--- src/rtl/mem_port_arbiter.sv ---
// mem_port_arbiter
// ----------------
// Shares one single-ported instruction/data memory between the IF stage
// (instruction reads) and the MEM stage (loads and stores). It runs one
// memory transaction at a time and registers the returned data.
//
// MEM normally wins a tie because it holds the older instruction. A
// saturating starvation counter tracks MEM wins made while IF was also
// waiting. Once that counter reaches STARVE_LIMIT, IF wins the next tie.
//
// Ports
//   clk, rst            : rising-edge clock, synchronous active-high reset
//   if_req / if_addr    : IF read request, held until if_done
//   if_rdata / if_done  : registered instruction word and one-cycle done pulse
//   mem_req / mem_we /
//   mem_addr / mem_wdata: MEM load/store request, held until mem_done
//   mem_rdata / mem_done: registered load data and one-cycle done pulse
//   ram_req / ram_we /
//   ram_addr / ram_wdata: registered memory access strobe and controls
//   ram_rdata / ram_ready: memory read data, and the strobe that completes
//                          the current access
//   hold_pc / hold_if   : freeze the PC and the IF/ID register while IF waits
//   hold_mem            : freeze MEM and older stages while MEM waits
module mem_port_arbiter #(
    parameter int STARVE_LIMIT = 4,
    parameter int AW           = 32,
    parameter int DW           = 32
) (
    input  logic          clk,
    input  logic          rst,

    input  logic          if_req,
    input  logic [AW-1:0] if_addr,
    output logic [DW-1:0] if_rdata,
    output logic          if_done,

    input  logic          mem_req,
    input  logic          mem_we,
    input  logic [AW-1:0] mem_addr,
    input  logic [DW-1:0] mem_wdata,
    output logic [DW-1:0] mem_rdata,
    output logic          mem_done,

    output logic          ram_req,
    output logic          ram_we,
    output logic [AW-1:0] ram_addr,
    output logic [DW-1:0] ram_wdata,
    input  logic [DW-1:0] ram_rdata,
    input  logic          ram_ready,

    output logic          hold_pc,
    output logic          hold_if,
    output logic          hold_mem
);

    typedef enum logic [1:0] {
        IDLE     = 2'd0,
        IF_BUSY  = 2'd1,
        MEM_BUSY = 2'd2
    } state_t;

    localparam logic [3:0] LIMIT = 4'(STARVE_LIMIT);

    state_t          state_reg,      state_next;
    logic [3:0]      starve_cnt_reg, starve_cnt_next;
    logic            ram_req_reg,    ram_req_next;
    logic            ram_we_reg,     ram_we_next;
    logic [AW-1:0]   ram_addr_reg,   ram_addr_next;
    logic [DW-1:0]   ram_wdata_reg,  ram_wdata_next;
    logic            if_done_reg,    if_done_next;
    logic            mem_done_reg,   mem_done_next;
    logic [DW-1:0]   if_rdata_reg,   if_rdata_next;
    logic [DW-1:0]   mem_rdata_reg,  mem_rdata_next;

    // A requester whose done pulse is high this cycle still holds its request
    // line, but it has already been served. It must not be granted again.
    logic if_elig;
    logic mem_elig;
    logic grant_if;
    logic grant_mem;

    assign if_elig   = if_req  && !if_done_reg;
    assign mem_elig  = mem_req && !mem_done_reg;
    assign grant_if  = if_elig && (!mem_elig || (starve_cnt_reg == LIMIT));
    assign grant_mem = mem_elig && !grant_if;

    always_comb begin
        state_next      = state_reg;
        starve_cnt_next = starve_cnt_reg;
        ram_req_next    = ram_req_reg;
        ram_we_next     = ram_we_reg;
        ram_addr_next   = ram_addr_reg;
        ram_wdata_next  = ram_wdata_reg;
        if_done_next    = 1'b0;
        mem_done_next   = 1'b0;
        if_rdata_next   = if_rdata_reg;
        mem_rdata_next  = mem_rdata_reg;

        case (state_reg)
            IDLE: begin
                // ram_ready is deliberately ignored in this state.
                if (grant_if) begin
                    state_next      = IF_BUSY;
                    ram_req_next    = 1'b1;
                    ram_we_next     = 1'b0;
                    ram_addr_next   = if_addr;
                    ram_wdata_next  = '0;
                    starve_cnt_next = '0;
                end else if (grant_mem) begin
                    state_next     = MEM_BUSY;
                    ram_req_next   = 1'b1;
                    ram_we_next    = mem_we;
                    ram_addr_next  = mem_addr;
                    ram_wdata_next = mem_wdata;
                    if (if_elig && (starve_cnt_reg < LIMIT)) begin
                        starve_cnt_next = starve_cnt_reg + 4'd1;
                    end
                end
            end

            IF_BUSY: begin
                if (ram_ready) begin
                    state_next    = IDLE;
                    ram_req_next  = 1'b0;
                    ram_we_next   = 1'b0;
                    if_done_next  = 1'b1;
                    if_rdata_next = ram_rdata;
                end
            end

            MEM_BUSY: begin
                if (ram_ready) begin
                    state_next    = IDLE;
                    ram_req_next  = 1'b0;
                    ram_we_next   = 1'b0;
                    mem_done_next = 1'b1;
                    // A store returns no data, so the last load value is kept.
                    if (!ram_we_reg) begin
                        mem_rdata_next = ram_rdata;
                    end
                end
            end

            default: begin
                state_next   = IDLE;
                ram_req_next = 1'b0;
                ram_we_next  = 1'b0;
            end
        endcase
    end

    always_ff @(posedge clk) begin
        if (rst) begin
            state_reg      <= IDLE;
            starve_cnt_reg <= '0;
            ram_req_reg    <= 1'b0;
            ram_we_reg     <= 1'b0;
            ram_addr_reg   <= '0;
            ram_wdata_reg  <= '0;
            if_done_reg    <= 1'b0;
            mem_done_reg   <= 1'b0;
            if_rdata_reg   <= '0;
            mem_rdata_reg  <= '0;
        end else begin
            state_reg      <= state_next;
            starve_cnt_reg <= starve_cnt_next;
            ram_req_reg    <= ram_req_next;
            ram_we_reg     <= ram_we_next;
            ram_addr_reg   <= ram_addr_next;
            ram_wdata_reg  <= ram_wdata_next;
            if_done_reg    <= if_done_next;
            mem_done_reg   <= mem_done_next;
            if_rdata_reg   <= if_rdata_next;
            mem_rdata_reg  <= mem_rdata_next;
        end
    end

    assign ram_req   = ram_req_reg;
    assign ram_we    = ram_we_reg;
    assign ram_addr  = ram_addr_reg;
    assign ram_wdata = ram_wdata_reg;
    assign if_done   = if_done_reg;
    assign mem_done  = mem_done_reg;
    assign if_rdata  = if_rdata_reg;
    assign mem_rdata = mem_rdata_reg;

    // The holds are combinational, so the pipeline stalls in the same cycle a
    // request appears. They drop in the cycle the done pulse is high.
    assign hold_pc  = !rst && if_elig;
    assign hold_if  = !rst && if_elig;
    assign hold_mem = !rst && mem_elig;

endmodule

--- config.mk ---
export PLATFORM = sky130hd
export DESIGN_NAME = mem_port_arbiter
export DESIGN_NICKNAME = d
export VERILOG_FILES = /design/src/rtl/mem_port_arbiter.sv
export SDC_FILE = /design/constraint.sdc
export NUM_CORES = 1
export LEC_CHECK = 0
export BUFFER_PORTS_ARGS = -buffer_cell sky130_fd_sc_hd__buf_2
export CORE_ASPECT_RATIO = 0.8
export CORE_MARGIN = 4
export CORE_UTILIZATION = 40
export CTS_BUF_LIST = sky130_fd_sc_hd__clkbuf_16
export CTS_CLUSTER_DIAMETER = 150
export DETAILED_ROUTE_END_ITERATION = 10
export GPL_TIMING_DRIVEN = 1
export PLACE_DENSITY = 0.7
export SLEW_MARGIN = 20
export SYNTH_ARGS = -nofsm -noshare
export SYNTH_HDL_FRONTEND = slang
export SYNTH_SLANG_ARGS = --single-unit
--- constraint.sdc ---
create_clock -name clk -period 1.9 [get_ports clk]
set_input_delay 0.19 -clock clk [delete_from_list [all_inputs] [get_ports clk]]
set_output_delay 0.19 -clock clk [all_outputs]
set_load 0.03 [all_outputs]
; ---- Yosys cells after proc, flatten, opt, wreduce, memory -nomap -nowiden
; Cells that the tools add are included.
[totals]
register_bits = 138
latch_bits = 0
ram_bits = 0
rom_bits = 0
out_inout_bits = 135
wordCells = 63
n_memories = 0
[classes]
n_addsub = 1
n_mul = 0
n_div = 0
n_lt_le_gt_ge = 1
eq_ne = 5
shift = 0
n_mux = 19
bitwise = 3
reduce_logical = 24
[ops]
columns = operator, count
row1 = $mux 32, 4
row2 = $mux 4, 3
row3 = $logic_and 1x1->1, 7
row4 = $mux 1, 6
row5 = $mux 2, 3
row6 = $reduce_and 2->1, 3
row7 = $reduce_and 3->1, 2
row8 = $reduce_or 2->1, 3
row9 = $logic_not 1->1, 5
row10 = $add 4x1->4 const B, 1
row11 = $eq 4x3->1 const B, 1
row12 = $lt 4x3->1 const B, 1
row13 = $pmux 1 s2, 2
row14 = $pmux 2 s2, 1
row15 = $reduce_bool 2->1, 2
row16 = $ne 3x3->1 const B, 1
row17 = $not 1->1, 3
row18 = $eq 2x1->1 const B, 1
row19 = $eq 2x2->1 const B, 1
row20 = $logic_not 2->1, 1
row21 = $ne 2x1->1 const B, 1
row22 = $logic_or 1x1->1, 1

; ---- Depth between registers and ports, before layout
[logic_depth]
word_depth = 10
mapped_depth = 8

; ---- Worst setup path after synthesis
; OpenSTA, ideal clock, no wires.
[synth_path]
path_type = register to register
start = register mem_done_reg, in the netlist mem_done
end = register ram_wdata_reg[0], in the netlist ram_wdata[0]
setup_ns = 0.059
t_arrival_ns = 1.702
path_slack_ns = 0.138
path_stages_with_launch = 7
n_path_buf = 2
cell_sequence = dfxtp_1 -> nand2b_1 -> nor2_1 -> and3_1 -> buf_6 -> buf_6 -> a22o_1
[synth_between]
elab_chain_len = 9
word_cells_on_any_way = 10
classes_between = mux: 1 / reduce/logical: 9
[synth_lines]
columns = element, line_no
row1 = from (decl), 71  ; logic mem_done_reg, mem_done_next;
row2 = from (signal assigned), 172  ; mem_done_reg <= mem_done_next;
row3 = $logic_not 1->1 *, 83  ; assign mem_elig = mem_req && !mem_done_reg;
row4 = $logic_and 1x1->1 *, 83
row5 = $logic_not 1->1, 84  ; assign grant_if = if_elig && (!mem_elig || (starve_cnt_reg == LIMIT));
row6 = $logic_or 1x1->1, 84
row7 = $logic_and 1x1->1, 84
row8 = $logic_not 1->1, 85  ; assign grant_mem = mem_elig && !grant_if;
row9 = $logic_and 1x1->1, 85
row10 = $reduce_bool 2->1 (no line), n/a
row11 = $reduce_and 2->1 (no line), n/a
row12 = to (signal assigned), 170  ; ram_wdata_reg <= ram_wdata_next;
row13 = to (decl), 69  ; logic [DW-1:0] ram_wdata_reg, ram_wdata_next;
; Mark *: on every way between the ends. The rest lies on a longest branch, timed or not.
; A chain may end at the register's enable or synchronous reset.

; ---- Worst setup path after layout
[layout_path]
start = register state_reg[0]
end = register ram_wdata_reg[7], in the netlist ram_wdata[7]
[layout_between]
elab_chain_len = 2
[layout_lines]
columns = element, line_no
row1 = from (decl), 64  ; state_t state_reg, state_next;
row2 = from (signal assigned), 165  ; state_reg <= state_next;
row3 = $logic_not 2->1, 99  ; case (state_reg)
row4 = $reduce_and 2->1 (no line), n/a
; Every way passes these cells.

==> metrics <==
Final nets=993; Pwr Total=approximately 0.0085 W; delay-heaviest family, CP=simple AND/OR/NAND/NOR gates; Final Hold Fails=0; First-pass DRT Iterations=5; Placement Cell Area=6551 um2; CP bufs+invs=1; chip height=109.3 um; area leader, netlist=dfxtp_1; worst rel slew slack=52.93%; # IOs=269; startpoint types=flop; Synth top area share=53.83%; vias in the first global route=roughly 5,100; CTS tree=yes; crit path cell chain=inv_1 > ha_1 > o21ai_4 > nor2b_4 > a22o_1; status=finished clean; Syn. warnings=0; Reg clk slew, reported paths=around 0.060 ns; Hold WC Path Type=in -> reg; Tightest Pin Transition=~0.7 ns; hold depth=3; total CTS buffers=17; H-tree level count=4; Sink Count=138; total gr overflow=0; RSZ-0062 raised after global routing=no; drt via density=just under 5; antenna cells=0; Worst Setup End Kind=flop; num rows=36; CP peak stage delay=0.62 ns; Fmax achieved=584.3 MHz; fraction of layout cells with a size suffix above 1=36.91%; min-delay src=ram_rdata[9]; CP Max Fanout=32; root buf cell=clkbuf_16; final instance area=7634 um2; max-cap violations=0; antenna-violating nets left=0; FF-to-FF Start=state_reg[0]; P&R area growth vs syn=48.73%; top cells by area, synth=dfxtp_1 54%, nand2_1 9.7%, a21oi_1 9.6%, o221a_1 7.0%, a22o_1 5.6%; final setup TNS=0 ns; RePlAce Congestion=0.7891; Reg-to-Reg End=ram_wdata[7]; Min Clock Period, post-route=1.712 ns; final WL=about 16,000 um; most frequent cells in the layout=267 x buf_2, 138 x dfxtp_1, 132 x nand2_1; Clock Latency Late Sink=0.42 ns; cells after synthesis=558; DIE WIDTH=134.6 um; CP required=2.25 ns; Setup Crit Path Kind=reg -> reg; largest net degree at the start of global routing=between 40 and 50; Syn Nets=697; Static Leak=3.554 nW; DRC violation count after routing=0; synthesized area=5132 um2; IO buf count=268; drt initial violations=278; Avg Cell Area, Syn=approximately 9.2 um2; first-pass GRT wire length=roughly 25,000 um; CP max stage cell=nor2b_4; post-synthesis sequential area ratio=approximately 54%; GRT Total Usage=21.40%; Worst R2R Path Depth=5; initial antenna violation count=0; final setup vio count=0; WL/cell=15.46 um; period utilisation layout=between 90% and 100%; Clock Skew=0.008530 ns; hpwl dp=10,990 um; Final Max Slew Viols=0; Initial Util=between 40% and 50%; count of cell types in the netlist=35; Worst setup startpoint=state_reg[0]; critical path arrival=2.06 ns; die area=roughly 15,000 um2; Vias=5,110; r2r setup slk=0.19 ns; flip-flop and latch count after synthesis=138; WHS Endpoint=if_rdata[9]; core box area=12,390 um2; Hold WS=about 0.024 ns; Max IR drop VDD=0.5793 mV; pwr dens=around 1100 nW/um2; clk buf depth=2; commonest non-fill, non-tap cell in the layout=buf_2
[worst max path at each step]
stage	to	slack (ns)	cells past startpoint
after detailed placement	ram_wdata[27]	-0.14	5
after CTS	ram_addr[16]	0.10	6
after global routing	ram_wdata[12]	0.03	5
after global placement	ram_wdata[12]	-0.01	5
final	ram_wdata[7]	0.19	5
after floorplan	ram_wdata[0]	0.14	6
[synthesized netlist by cell type, drive strengths merged]
cell,number
o221a,32
nand2,133
a21oi,98
nor2,7
inv,37
dfxtp,138
nand3,1
or2b,1
a21o,2
a32o,1
nand4,2
a211oi,2
nand2b,2
ha,5
nor2b,5
o21ai,4
a22o,33
nor3,1
and3b,1
a2111oi,1
o21a,1
and2,2
and3,1
clkbuf,25
or2,1
buf,20
a31oi,2
[repair_timing]
| item | 4_1_cts | 5_1_grt |
|---|---|---|
| resized for setup | 1 | 2 |
| setup endpoints to repair | 32 | 32 |
| hold buffers | 42 | 0 |
| endpoints found under the hold margin | 43 | 0 |
| buffers inserted | 0 | 0 |
[layout make-up]
type / instances / area [um2]
inverters: 37 / 138.9
multi-input cells: 338 / 2004
well taps: 171 / 214.0
repair buffers: 322 / 1867
fillers: 1016 / 4753
clock buffers: 17 / 425.4
flip-flops and latches: 138 / 2763
clock inverters: 15 / 221.5
[routing by layer]
layer	vias to the layer above	share of wire [%]	GRT usage [%]	wire length, um
met5	-	0	0	0
li1	2506	-	-	-
met2	220	50	37.69	7958
met1	2372	41	24.34	6559
met4	0	0.87	6.177	140
met3	12	8.7	8.234	1391
[power by group]
group	switching, W	internal, W
sequential	0.000118	0.00313
combinational	0.00104	0.000592
clock	0.00126	0.00233
total	0.00242	0.00605
[through the flow]
stage / std cells / setup slack [ns] / utilization [%]
6_report: 1038 / 0.1885 / 61.63
5_1_grt: 1038 / 0.03125 / 61.63
4_1_cts: 1038 / 0.1014 / 61.55
3_5_place_dp: 964 / -0.1418 / 52.89
3_3_place_gp: 964 / -0.01017 / 52.89
2_1_floorplan: 558 / 0.1383 / -
[kinds of logic (layout without fill, tap and decap cells)]
kind of cell | Yosys count | in the layout | synth area share [%]
simple gates | 157 | 157 | 12.92
fa+ha+maj | 5 | 5 | 1.219
buf+inv | 82 | 391 | 7.509
compound gates | 176 | 176 | 24.52
flops | 138 | 138 | 53.83
[worst reg2reg max path: cells and delay by family (launching register included)]
kind / cells / cell delay, ns
compound gates: 2 / 0.35
fa+ha+maj: 1 / 0.26
buf+inv: 1 / 0.07
flops: 1 / 0.36
simple gates: 1 / 0.62
Power figures use the tool's default switching activity.
